[src/rtl/vga_pixel_buffer_pkg.sv]
// Shared definitions for the VGA pixel buffer slice.
//   PIX_W        : pixel width (3-bit RGB, 3'bRGB)
//   BLACK/RED/WHITE : common colour constants
//   vga_state_t  : buffer alignment / streaming state
package vga_pkg;

  localparam int PIX_W = 3;

  localparam logic [PIX_W-1:0] BLACK = 3'b000;
  localparam logic [PIX_W-1:0] RED   = 3'b100;
  localparam logic [PIX_W-1:0] WHITE = 3'b111;

  typedef enum logic [1:0] {
    WAIT_SOF,  // discarding pixels until a camera start-of-frame
    FILL,      // buffering, waiting for prefill and a display frame_start
    STREAM,    // popping pixels on the display read strobe
    FLUSH      // one-cycle clear after an underrun
  } vga_state_t;

endpackage

[src/rtl/vga_pixel_buffer_if.sv]
// Bus between the camera/display side (master) and the pixel buffer (slave).
//   wr_en, wr_sof, wr_data : camera pixel write (wr_sof marks first pixel of a frame)
//   wr_ready               : buffer not full (registered)
//   frame_start            : display frame start pulse
//   read                   : display pop request
//   data                   : popped pixel
//   fill_level             : current occupancy, ADDR_W+1 bits
//   underrun, overflow     : one-cycle error pulses
interface vga_pixel_buffer_if #(
  parameter int ADDR_W = 10
);
  import vga_pkg::*;

  logic             wr_en;
  logic             wr_sof;
  logic [PIX_W-1:0] wr_data;
  logic             wr_ready;
  logic             frame_start;
  logic             read;
  logic [PIX_W-1:0] data;
  logic [ADDR_W:0]  fill_level;
  logic             underrun;
  logic             overflow;

  modport master (
    output wr_en, wr_sof, wr_data, frame_start, read,
    input  wr_ready, data, fill_level, underrun, overflow
  );

  modport slave (
    input  wr_en, wr_sof, wr_data, frame_start, read,
    output wr_ready, data, fill_level, underrun, overflow
  );

endinterface

[src/rtl/vga_pixel_buffer_ram.sv]
// Simple dual-port synchronous RAM, DEPTH x PIX_W, for block-RAM inference.
//   clk     : clock
//   we_i    : write enable, waddr_i/wdata_i : write port
//   re_i    : read enable,  raddr_i         : read address
//   rdata_o : registered read data, holds its value while re_i is low
module vga_pixel_ram
  import vga_pkg::*;
#(
  parameter int DEPTH  = 1024,
  parameter int ADDR_W = 10
) (
  input  logic              clk,
  input  logic              we_i,
  input  logic [ADDR_W-1:0] waddr_i,
  input  logic [PIX_W-1:0]  wdata_i,
  input  logic              re_i,
  input  logic [ADDR_W-1:0] raddr_i,
  output logic [PIX_W-1:0]  rdata_o
);

  logic [PIX_W-1:0] mem_q [DEPTH];
  logic [PIX_W-1:0] rdata_q;

  always_ff @(posedge clk) begin
    if (we_i) begin
      mem_q[waddr_i] <= wdata_i;
    end
    if (re_i) begin
      rdata_q <= mem_q[raddr_i];
    end
  end

  assign rdata_o = rdata_q;

endmodule

[src/rtl/vga_pixel_buffer.sv]
// Pixel FIFO between the camera capture path and vga_display. Aligns the
// write stream to a camera start-of-frame, prefills, then releases pixels on
// the display read strobe from the first sufficiently-filled frame_start.
// Underrun flushes the buffer and realigns to the next camera frame.
//   clk_25 : pixel clock
//   reset  : synchronous, active-high
//   bus    : vga_pixel_buffer_if slave (write, read, status and error flags)
module vga_pixel_buffer
  import vga_pkg::*;
#(
  parameter int DEPTH   = 1024,
  parameter int ADDR_W  = 10,
  parameter int PREFILL = 512
) (
  input  logic              clk_25,
  input  logic              reset,
  vga_pixel_buffer_if.slave bus
);

  localparam logic [ADDR_W:0] DEPTH_C   = (ADDR_W+1)'(DEPTH);
  localparam logic [ADDR_W:0] PREFILL_C = (ADDR_W+1)'(PREFILL);

  vga_state_t        state_q, state_d;
  logic [ADDR_W-1:0] wr_ptr_q, wr_ptr_d;
  logic [ADDR_W-1:0] rd_ptr_q, rd_ptr_d;
  logic [ADDR_W:0]   count_q, count_d;
  logic              show_q, show_d;  // 1: data shows the RAM read register, 0: BLACK
  logic              wr_ready_q, wr_ready_d;
  logic              underrun_q, underrun_d;
  logic              overflow_q, overflow_d;

  logic              full, empty, wr_accept, pop;
  logic [PIX_W-1:0]  ram_rdata;

  always_comb begin
    full       = (count_q == DEPTH_C);
    empty      = (count_q == '0);
    state_d    = state_q;
    wr_accept  = 1'b0;
    pop        = 1'b0;
    show_d     = show_q;
    underrun_d = 1'b0;
    overflow_d = 1'b0;

    case (state_q)
      WAIT_SOF: begin
        // Count is always zero here, so the sof pixel can never overflow.
        if (bus.wr_en && bus.wr_sof) begin
          wr_accept = 1'b1;
          state_d   = FILL;
        end
      end
      FILL: begin
        wr_accept  = bus.wr_en && !full;
        overflow_d = bus.wr_en && full;
        // Pre-edge count: a same-cycle write does not help reach prefill.
        if (bus.frame_start && (count_q >= PREFILL_C)) begin
          state_d = STREAM;
        end
      end
      STREAM: begin
        // Full is not bypassed by a same-cycle pop.
        wr_accept  = bus.wr_en && !full;
        overflow_d = bus.wr_en && full;
        if (bus.read) begin
          if (empty) begin
            underrun_d = 1'b1;
            show_d     = 1'b0;
            state_d    = FLUSH;
          end else begin
            pop    = 1'b1;
            show_d = 1'b1;
          end
        end
      end
      FLUSH: begin
        show_d  = 1'b0;
        state_d = WAIT_SOF;
      end
      default: state_d = WAIT_SOF;
    endcase

    wr_ptr_d = wr_ptr_q + ADDR_W'(wr_accept);
    rd_ptr_d = rd_ptr_q + ADDR_W'(pop);
    case ({wr_accept, pop})
      2'b10:   count_d = count_q + 1'b1;
      2'b01:   count_d = count_q - 1'b1;
      default: count_d = count_q;
    endcase

    // A write landing on the underrun edge is discarded here as well.
    if (state_q == FLUSH) begin
      wr_ptr_d = '0;
      rd_ptr_d = '0;
      count_d  = '0;
    end

    wr_ready_d = (count_d != DEPTH_C);
  end

  always_ff @(posedge clk_25) begin
    if (reset) begin
      state_q    <= WAIT_SOF;
      wr_ptr_q   <= '0;
      rd_ptr_q   <= '0;
      count_q    <= '0;
      show_q     <= 1'b0;
      wr_ready_q <= 1'b1;
      underrun_q <= 1'b0;
      overflow_q <= 1'b0;
    end else begin
      state_q    <= state_d;
      wr_ptr_q   <= wr_ptr_d;
      rd_ptr_q   <= rd_ptr_d;
      count_q    <= count_d;
      show_q     <= show_d;
      wr_ready_q <= wr_ready_d;
      underrun_q <= underrun_d;
      overflow_q <= overflow_d;
    end
  end

  // Write and read addresses never collide: a pop needs count >= 1 and a
  // write at the read address would need count == 0 or a (rejected) full write.
  vga_pixel_ram #(
    .DEPTH  (DEPTH),
    .ADDR_W (ADDR_W)
  ) u_ram (
    .clk     (clk_25),
    .we_i    (wr_accept),
    .waddr_i (wr_ptr_q),
    .wdata_i (bus.wr_data),
    .re_i    (pop),
    .raddr_i (rd_ptr_q),
    .rdata_o (ram_rdata)
  );

  assign bus.data       = show_q ? ram_rdata : BLACK;
  assign bus.fill_level = count_q;
  assign bus.wr_ready   = wr_ready_q;
  assign bus.underrun   = underrun_q;
  assign bus.overflow   = overflow_q;

endmodule

[src/flat_wrapper.sv]
// flat-port wrapper written by rule: the top's interface ports become plain ports
module vga_pixel_buffer_flat import vga_pkg::*;
#(
  parameter int DEPTH   = 1024,
  parameter int ADDR_W  = 10,
  parameter int PREFILL = 512
)
  (clk_25, reset, bus_wr_en, bus_wr_sof, bus_wr_data, bus_frame_start, bus_read, bus_wr_ready, bus_data, bus_fill_level, bus_underrun, bus_overflow);
  vga_pixel_buffer_if #(.ADDR_W(ADDR_W)) bus_i ();
  input  logic clk_25;
  input  logic reset;
  input wire logic [$bits(bus_i.wr_en)-1:0] bus_wr_en;
  input wire logic [$bits(bus_i.wr_sof)-1:0] bus_wr_sof;
  input wire logic [$bits(bus_i.wr_data)-1:0] bus_wr_data;
  input wire logic [$bits(bus_i.frame_start)-1:0] bus_frame_start;
  input wire logic [$bits(bus_i.read)-1:0] bus_read;
  output wire logic [$bits(bus_i.wr_ready)-1:0] bus_wr_ready;
  output wire logic [$bits(bus_i.data)-1:0] bus_data;
  output wire logic [$bits(bus_i.fill_level)-1:0] bus_fill_level;
  output wire logic [$bits(bus_i.underrun)-1:0] bus_underrun;
  output wire logic [$bits(bus_i.overflow)-1:0] bus_overflow;
  assign bus_i.wr_en = bus_wr_en;
  assign bus_i.wr_sof = bus_wr_sof;
  assign bus_i.wr_data = bus_wr_data;
  assign bus_i.frame_start = bus_frame_start;
  assign bus_i.read = bus_read;
  assign bus_wr_ready = bus_i.wr_ready;
  assign bus_data = bus_i.data;
  assign bus_fill_level = bus_i.fill_level;
  assign bus_underrun = bus_i.underrun;
  assign bus_overflow = bus_i.overflow;
  vga_pixel_buffer #(.DEPTH(DEPTH), .ADDR_W(ADDR_W), .PREFILL(PREFILL)) u_core (.clk_25(clk_25), .reset(reset), .bus(bus_i));
endmodule
[config.mk]
export PLATFORM = sky130hd
export DESIGN_NAME = vga_pixel_buffer_flat
export DESIGN_NICKNAME = d
export VERILOG_FILES = /design/src/rtl/vga_pixel_buffer_pkg.sv /design/src/rtl/vga_pixel_buffer_if.sv /design/src/rtl/vga_pixel_buffer_ram.sv /design/src/rtl/vga_pixel_buffer.sv /design/src/flat_wrapper.sv
export SDC_FILE = /design/constraint.sdc
export NUM_CORES = 2
export LEC_CHECK = 0
export ABC_AREA = 0
export CAP_MARGIN = 30
export CELL_PAD_IN_SITES_DETAIL_PLACEMENT = 0
export CELL_PAD_IN_SITES_GLOBAL_PLACEMENT = 1
export CORE_MARGIN = 4
export CORE_UTILIZATION = 30
export CTS_CLUSTER_DIAMETER = 80
export DETAILED_ROUTE_END_ITERATION = 12
export PLACE_DENSITY = 0.55
export SLEW_MARGIN = 20
export SYNTH_ARGS = -nofsm -noshare
export SYNTH_HDL_FRONTEND = slang
export SYNTH_SLANG_ARGS = --single-unit
[constraint.sdc]
create_clock -name clk_25 -period 12.24 [get_ports clk_25]
set_input_delay 1.224 -clock clk_25 [delete_from_list [all_inputs] [get_ports clk_25]]
set_output_delay 1.224 -clock clk_25 [all_outputs]
set_load 0.1 [all_outputs]
# Word level (Yosys, flattened, before mapping)

Memories as Yosys holds them, arrays and structs flattened. A register that Yosys moved wholly into a read port is not among the register bits.
Cells that the tools add are included.

Mux-type cells: 18
Reductions and logical operators: 14
Eq/ne operators: 11
$lt $le $gt $ge: 1
Bitwise operators: 3
Add/subtract/negate cells: 4

Operator list:

| operator                                                                 | count |
|---|---|
| 11-bit case mux with 2 select lines                                      | 1 |
| 10-bit by 1-bit adder with 10-bit output                                 | 2 |
| 11-bit by 1-bit adder with 11-bit output (second input constant)         | 1 |
| 11-bit equality test (second input constant)                             | 1 |
| 11-bit by 10-bit >= comparator with 1-bit output (second input constant) | 1 |
| 11-bit zero test                                                         | 1 |
| 11-bit two-way mux                                                       | 1 |
| 11-bit inequality test (second input constant)                           | 1 |
| 11-bit by 1-bit subtractor with 11-bit output (second input constant)    | 1 |
| 1-bit two-way mux                                                        | 8 |
| 2-bit two-way mux                                                        | 4 |
| 2-bit case mux with 4 select lines                                       | 1 |
| 2-bit equality test (second input constant)                              | 3 |
| 2-bit by 1-bit inequality test with 1-bit output (second input constant) | 3 |
| 2-bit OR reduction                                                       | 3 |
| 2-bit by 1-bit equality test with 1-bit output (second input constant)   | 2 |
| 1-bit logical AND                                                        | 4 |
| 1-bit case mux with 2 select lines                                       | 2 |
| 4-bit AND reduction                                                      | 1 |
| 3-bit two-way mux                                                        | 1 |
| 1-bit NOT                                                                | 3 |
| 3-bit OR reduction                                                       | 1 |
| 2-bit zero test                                                          | 1 |
| 2-bit inequality test (second input constant)                            | 1 |
| other kinds (3)                                                          | 3 |

Word-level logic and storage cells: 60
Memory bits (writable): 3072
Flip-flop bits (word level): 37
Output and inout port bits: 17
Memories: 1
Bits of input ports: 9

Memory list:

| name               | depth | width | read ports | clocked after memory_dff | wr ports | line                       | source |
|---|---|---|---|---|---|---|---|
| u_core.u_ram.mem_q | 1024  | 3     | 1          | 1                        | 1        | vga_pixel_buffer_ram.sv:21 | `logic [PIX_W-1:0] mem_q [DEPTH];` |

# Longest topological paths before layout

Depth after elaboration: 8
Depth in mapped cells: 19
Gate-level depth less buffers: 15

# By module

Synthesis repeated with hierarchy kept, for this count alone.

Cell total of the unflattened synthesis: 6818
Area total of the unflattened synthesis: 126034.6 um^2

Modules (own cells, without submodules):

| module           | seq. area each (um^2) | cells an instance | area an instance (um^2) | instances |
|---|---|---|---|---|
| vga_pixel_ram    | 92338.6               | 6544              | 123732.4                | 1 |
| vga_pixel_buffer | 740.7                 | 274               | 2302.2                  | 1 |

# Least setup slack after synthesis

OpenSTA, ideal clock, no wires.

Path type: flip-flop to flip-flop
From: reg u_core.count_q[6], in the netlist u_core.bus.fill_level[6]
To: reg u_core.wr_ready_q, in the netlist u_core.bus.wr_ready
Required time: 12093 ps
Setup time: 147 ps
Data arrival time: 5095 ps
Clock period less this slack: 5242 ps
Buffers on the path: 4
Stages on the path, launching flop included: 20
Path slack: 6998 ps
Cell sequence: dfxtp_1 clkbuf_1 nor3_1 nand3_1 nor2_1 nor2_1 ha_1 clkbuf_1 clkbuf_1 clkbuf_1 xor2_1 ha_1 and3b_1 o21ai_0 a21oi_1 a211oi_1 or3_1 or3_1 a2111oi_0 o2111ai_1

Word-level cells in the longest chain between the ends: 8
Elaborated cells between the ends (all ways): 15
Classes of those cells: 2 x add/sub; 4 x eq/ne; 6 x mux; 3 x reduce/logical

RTL lines:

| element                                                                                      | line                                                                   | source |
|---|---|---|
| start, declared                                                                              | vga_pixel_buffer.sv:26                                                 | `logic [ADDR_W:0] count_q, count_d;` |
| start signal, assigned                                                                       | vga_pixel_buffer.sv:115                                                | `count_q <= count_d;` |
| 11-bit equality test / 11-bit zero test (equally long branches)                              | vga_pixel_buffer.sv:36, vga_pixel_buffer.sv:37                         |  |
| 1-bit zero test / 1-bit two-way mux (equally long branches)                                  | vga_pixel_buffer.sv:54, vga_pixel_buffer.sv:63, vga_pixel_buffer.sv:66 |  |
| 1-bit logical AND / 1-bit two-way mux (equally long branches)                                | vga_pixel_buffer.sv:54, vga_pixel_buffer.sv:63, vga_pixel_buffer.sv:65 |  |
| 1-bit case mux with 2 select lines / 1-bit two-way mux (equally long branches)               | vga_pixel_buffer.sv:45                                                 | `case (state_q)` |
| 2-bit by 1-bit equality test with 1-bit output / 2-bit equality test (equally long branches) | vga_pixel_buffer.sv:85                                                 | `case ({wr_accept, pop})` |
| 11-bit case mux with 2 select lines *                                                        | vga_pixel_buffer.sv:85                                                 |  |
| 11-bit two-way mux *                                                                         | vga_pixel_buffer.sv:92                                                 | `if (state_q == FLUSH) begin` |
| 11-bit inequality test *                                                                     | vga_pixel_buffer.sv:98                                                 | `wr_ready_d = (count_d != DEPTH_C);` |
| end signal, assigned                                                                         | vga_pixel_buffer.sv:117                                                | `wr_ready_q <= wr_ready_d;` |
| end, declared                                                                                | vga_pixel_buffer.sv:28                                                 | `logic wr_ready_q, wr_ready_d;` |

Every way passes the cells marked *; elsewhere a longest branch is shown, timed or not.
A chain may end at the register's enable or synchronous reset.

==> results.md <==
- Clk Latency, worst-skew pair: 0.92 ns
- List of cells traversed by the critical path: buf_4 -> buf_4 -> buf_4 -> mux4_2 -> and3_1 -> a311oi_1 -> o211ai_1 -> a31oi_1 -> o211ai_1 -> a32o_1
- Placement-stage worst setup slack: 5.76 ns
- Period utilisation layout: 0.535
- Startpoint Class: flip-flop
- Number of cells upsized or downsized after cts: 0
- Maximum single-stage delay on the critical path: 0.85 ns
- Count of endpoints failing setup in the final report: 0
- Power per Cell Area: 158 mW/mm^2
- Synthesized-area fraction occupied by xor and xnor cells: 0.00162
- Most common library cell in the layout ignoring fill and taps: edfxtp_1
- Number of warnings issued by yosys: 0
- Combinational share of power: 0.034
- Arrival @ worst endpoint: 7.21 ns
- Dominant combinational cell family by area after synthesis: multiplexers
- Most repeated library cell on the critical path: buf_4
- Final #Nets: 6,787
- Max-cap violation count: 0
- Global-route wire length before repair: 555,000 microns
- WP data required: 12.90 ns
- Inserted Clock Buffers: 337
- First-pass DRT Iterations: 5
- TritonCTS clock tree: built
- Post-synthesis average cell area: 18.6 sq um
- Cell area after synthesis: 0.124 sq mm
- Nets in the synthesized netlist: 6,713
- ANT nets after route: 0
- EDFF count, synth: 3,075
- Post-synthesis cell type count: 77
- Starting Density: 0.301
- Total negative setup slack: 0 ns
- Total wire length after detailed routing: 403,000 microns
- Fill cell count: 38,765
- Adder-cell share of the synthesized area: 0.00121
- Setup bufs post-CTS: 0
- Detailed-route wire length per cell: 32.2 microns
- Buffer depth of the longest clock path: 4
- Critical path's top delay family: compound AO/OA/AOI/OAI gates
- Result of the run: complete, no violations
- Area of the core: 0.413 sq mm
- Layout Skew: 0.0357 ns
- Critical Path End Type: flip-flop
- Tot GR Track Use: 0.184
- Proportion of layout cells with a drive suffix above 1: 0.208
- Total Die Area: 0.425 sq mm
- H-tree lvl count: 5
- Sequential share of power: 0.521
- Number of storage elements in the synthesis netlist: 3,112
- Floorplan row count: 236
- Post-synthesis cell count: 6,692
- Maximum VDD drop: 0.000117 V
- Final hold viol count: 0
- Initial DRC Count: 8,648
- Complex-gate fraction of the synthesized area: 0.0348
- Maximum number of pins on one net before global-route repair: 192
- Worst relative slew slack: 0.258
- Share of synthesized flip-flops with an asynchronous set or reset: 0
- Lkg Pwr: 41.6 nW
- Input/output buffers: 25
- Sequential share of the synthesized area: 0.748
- Final worst setup slack: 5.69 ns
- Net switching power figure: 0.00484 W
- Standard cell area after detailed placement: 0.131 sq mm
- Via count of the first global-routing pass: 67,675
- FMAX: 153 MHz
- Path class of the lowest-slack min-delay path: reg -> reg
- Via density per instance: 5.35
- Area growth, synth to finish: 14.3%
- Antenna violations before repair: 43
- Leftover overflow at the end of global routing: 0
- Number of pins with negative max-slew slack in the final report: 0
- Internal power contribution: 0.0177 W
- Worst setup path class: reg -> reg
- Final Cell Area: 0.142 sq mm
- Commonest register cell after synthesis: edfxtp_1
- Slowest stage cell on the critical path: a31oi_1
- Clock Power Share: 0.445
- Final critical path time including I/O delays and setup: 6.55 ns
- Number of buffer and inverter stages on the critical path: 3
- Multiplexer share of the synthesized area: 0.146
- Clock slew at reported path FFs: 0.06 ns
- Setup repair after global routing missed its margin: no
- Register Area: 0.0931 sq mm
- Worst Tran Pin Value: 1.11 ns
- Root buf cell: clkbuf_16
- IO Count: 26
- Simple logic cell fraction of the synthesized area: 0.0470
- Number of vias after detailed routing: 66,950
- Remaining DRCs: 0
- Half-perimeter wire length of the detailed placement result: 233,000 microns
- Height of the chip: 652 microns
- Most used cells in the layout excluding fill and tap cells: 3,075 x edfxtp_1, 1,100 x nor2_1, 659 x mux4_2, 344 x clkbuf_16, 294 x mux2i_1
- Clock sinks: 3,112
- Overall power: 0.0225 W
- Die W: 652 microns
- Area taken by multi-input logic gates: 0.0292 sq mm
- GP Congestion: 0.819
- CP max FO: 41
- Fraction of power spent switching nets: 0.215
- CTS Hold Bufs: 0
## worst min-delay path, cell delays in order, from the launching register on
cell and delay, ns:
dfxtp_1 0.37, mux2i_1 0.09, nor2_1 0.07
## synthesized netlist by cell type (8+ instances only)
| cell | n | area share |
|---|---|---|
| a2111oi_0 | 11 | 0.00077 |
| a211oi_1 | 56 | 0.0034 |
| a21oi_1 | 106 | 0.0043 |
| a221oi_1 | 43 | 0.0030 |
| a22o_1 | 26 | 0.0018 |
| a22oi_1 | 128 | 0.0077 |
| a31oi_1 | 20 | 0.0010 |
| and2_1 | 14 | 0.00070 |
| and3_1 | 8 | 0.00040 |
| and3b_1 | 9 | 0.00063 |
| buf_1 | 14 | 0.00042 |
| buf_2 | 118 | 0.0047 |
| buf_4 | 38 | 0.0023 |
| buf_6 | 32 | 0.0029 |
| buf_8 | 15 | 0.0018 |
| clkbuf_1 | 293 | 0.0088 |
| dfxtp_1 | 37 | 0.0059 |
| edfxtp_1 | 3075 | 0.74 |
| ha_1 | 12 | 0.0012 |
| mux2i_1 | 294 | 0.024 |
| mux4_1 | 13 | 0.0027 |
| mux4_2 | 659 | 0.12 |
| nand2_1 | 162 | 0.0049 |
| nand2b_1 | 12 | 0.00060 |
| nand3_1 | 22 | 0.00088 |
| nor2_1 | 1105 | 0.033 |
| nor2b_1 | 20 | 0.0010 |
| nor3_1 | 33 | 0.0013 |
| nor3b_1 | 14 | 0.00084 |
| nor4_1 | 8 | 0.00040 |
| o211ai_1 | 30 | 0.0018 |
| o21ai_0 | 54 | 0.0022 |
| o221ai_1 | 32 | 0.0023 |
| o22ai_1 | 50 | 0.0025 |
| xor2_1 | 17 | 0.0012 |
## stage by stage
step | hold WS, ns | cells | utilization
global route | 0.600 | 12512 | 0.344
floorplan | 0.489 | 6692 | -
global placement | 0.541 | 11881 | 0.317
CTS | 0.579 | 12502 | 0.344
finish | 0.572 | 12520 | 0.344
detailed placement | 0.565 | 11892 | 0.318
## layout make-up
cell class,instances,area share
antenna,9,0.000158
inverter,6,0.000211
multi-input combinational,3060,0.205
sequential,3112,0.654
clock buffer,404,0.0621
clock inverter,206,0.0133
tap,5474,0.0481
timing repair buffer,249,0.0167
## kinds of logic (layout without fill, tap and decap cells)
logic type                 after synthesis  count (layout)
and+or+nand+nor                       1442            1442
muxes                                  971             971
xor gates and xnor gates                23              23
other                                    0               9
DFF                                   3112            3112
adders and majority gates               12              12
buffers and inverters                  520             865
AOI/OAI and AO/OA                      612             612
## registers in the layout, summed over array words and instances (netlist names)
name	flops
u_core.rd_ptr_q	10
u_core.bus.underrun	1
u_core.state_q	2
u_core.u_ram.rdata_o	3
u_core.bus.fill_level	11
u_core.show_q	1
u_core.bus.overflow	1
u_core.bus.wr_ready	1
u_core.u_ram.mem_q	3072
u_core.wr_ptr_q	10
## final timing paths
path,start,to,slack [ns],depth (start not counted)
max reg2reg,u_core.rd_ptr_q[1],u_core.u_ram.rdata_o[1],5.69,10
min reg2reg,u_core.state_q[1],u_core.state_q[1],0.57,2
max,u_core.rd_ptr_q[1],u_core.u_ram.rdata_o[1],5.69,10
min,u_core.state_q[1],u_core.state_q[1],0.57,2
## per-layer routing
metal	track usage	up-vias	routed length [microns]
li1	-	27054	-
met1	0.261	36321	171000
met2	0.296	3028	190000
met3	0.0288	541	30500
met4	0.0508	6	11000
met5	0	-	43
## power groups by stage
stage / combinational [W] / sequential [W] / clock [W]
after floorplan: 0.000346 / 0.0120 / 0
after detailed placement: 0.000766 / 0.0120 / 0
final: 0.000761 / 0.0117 / 0.0100
after global placement: 0.000754 / 0.0120 / 0
after CTS: 0.000766 / 0.0117 / 0.0102
after global routing: 0.000809 / 0.0117 / 0.0107
Power figures use the tool's default switching activity.
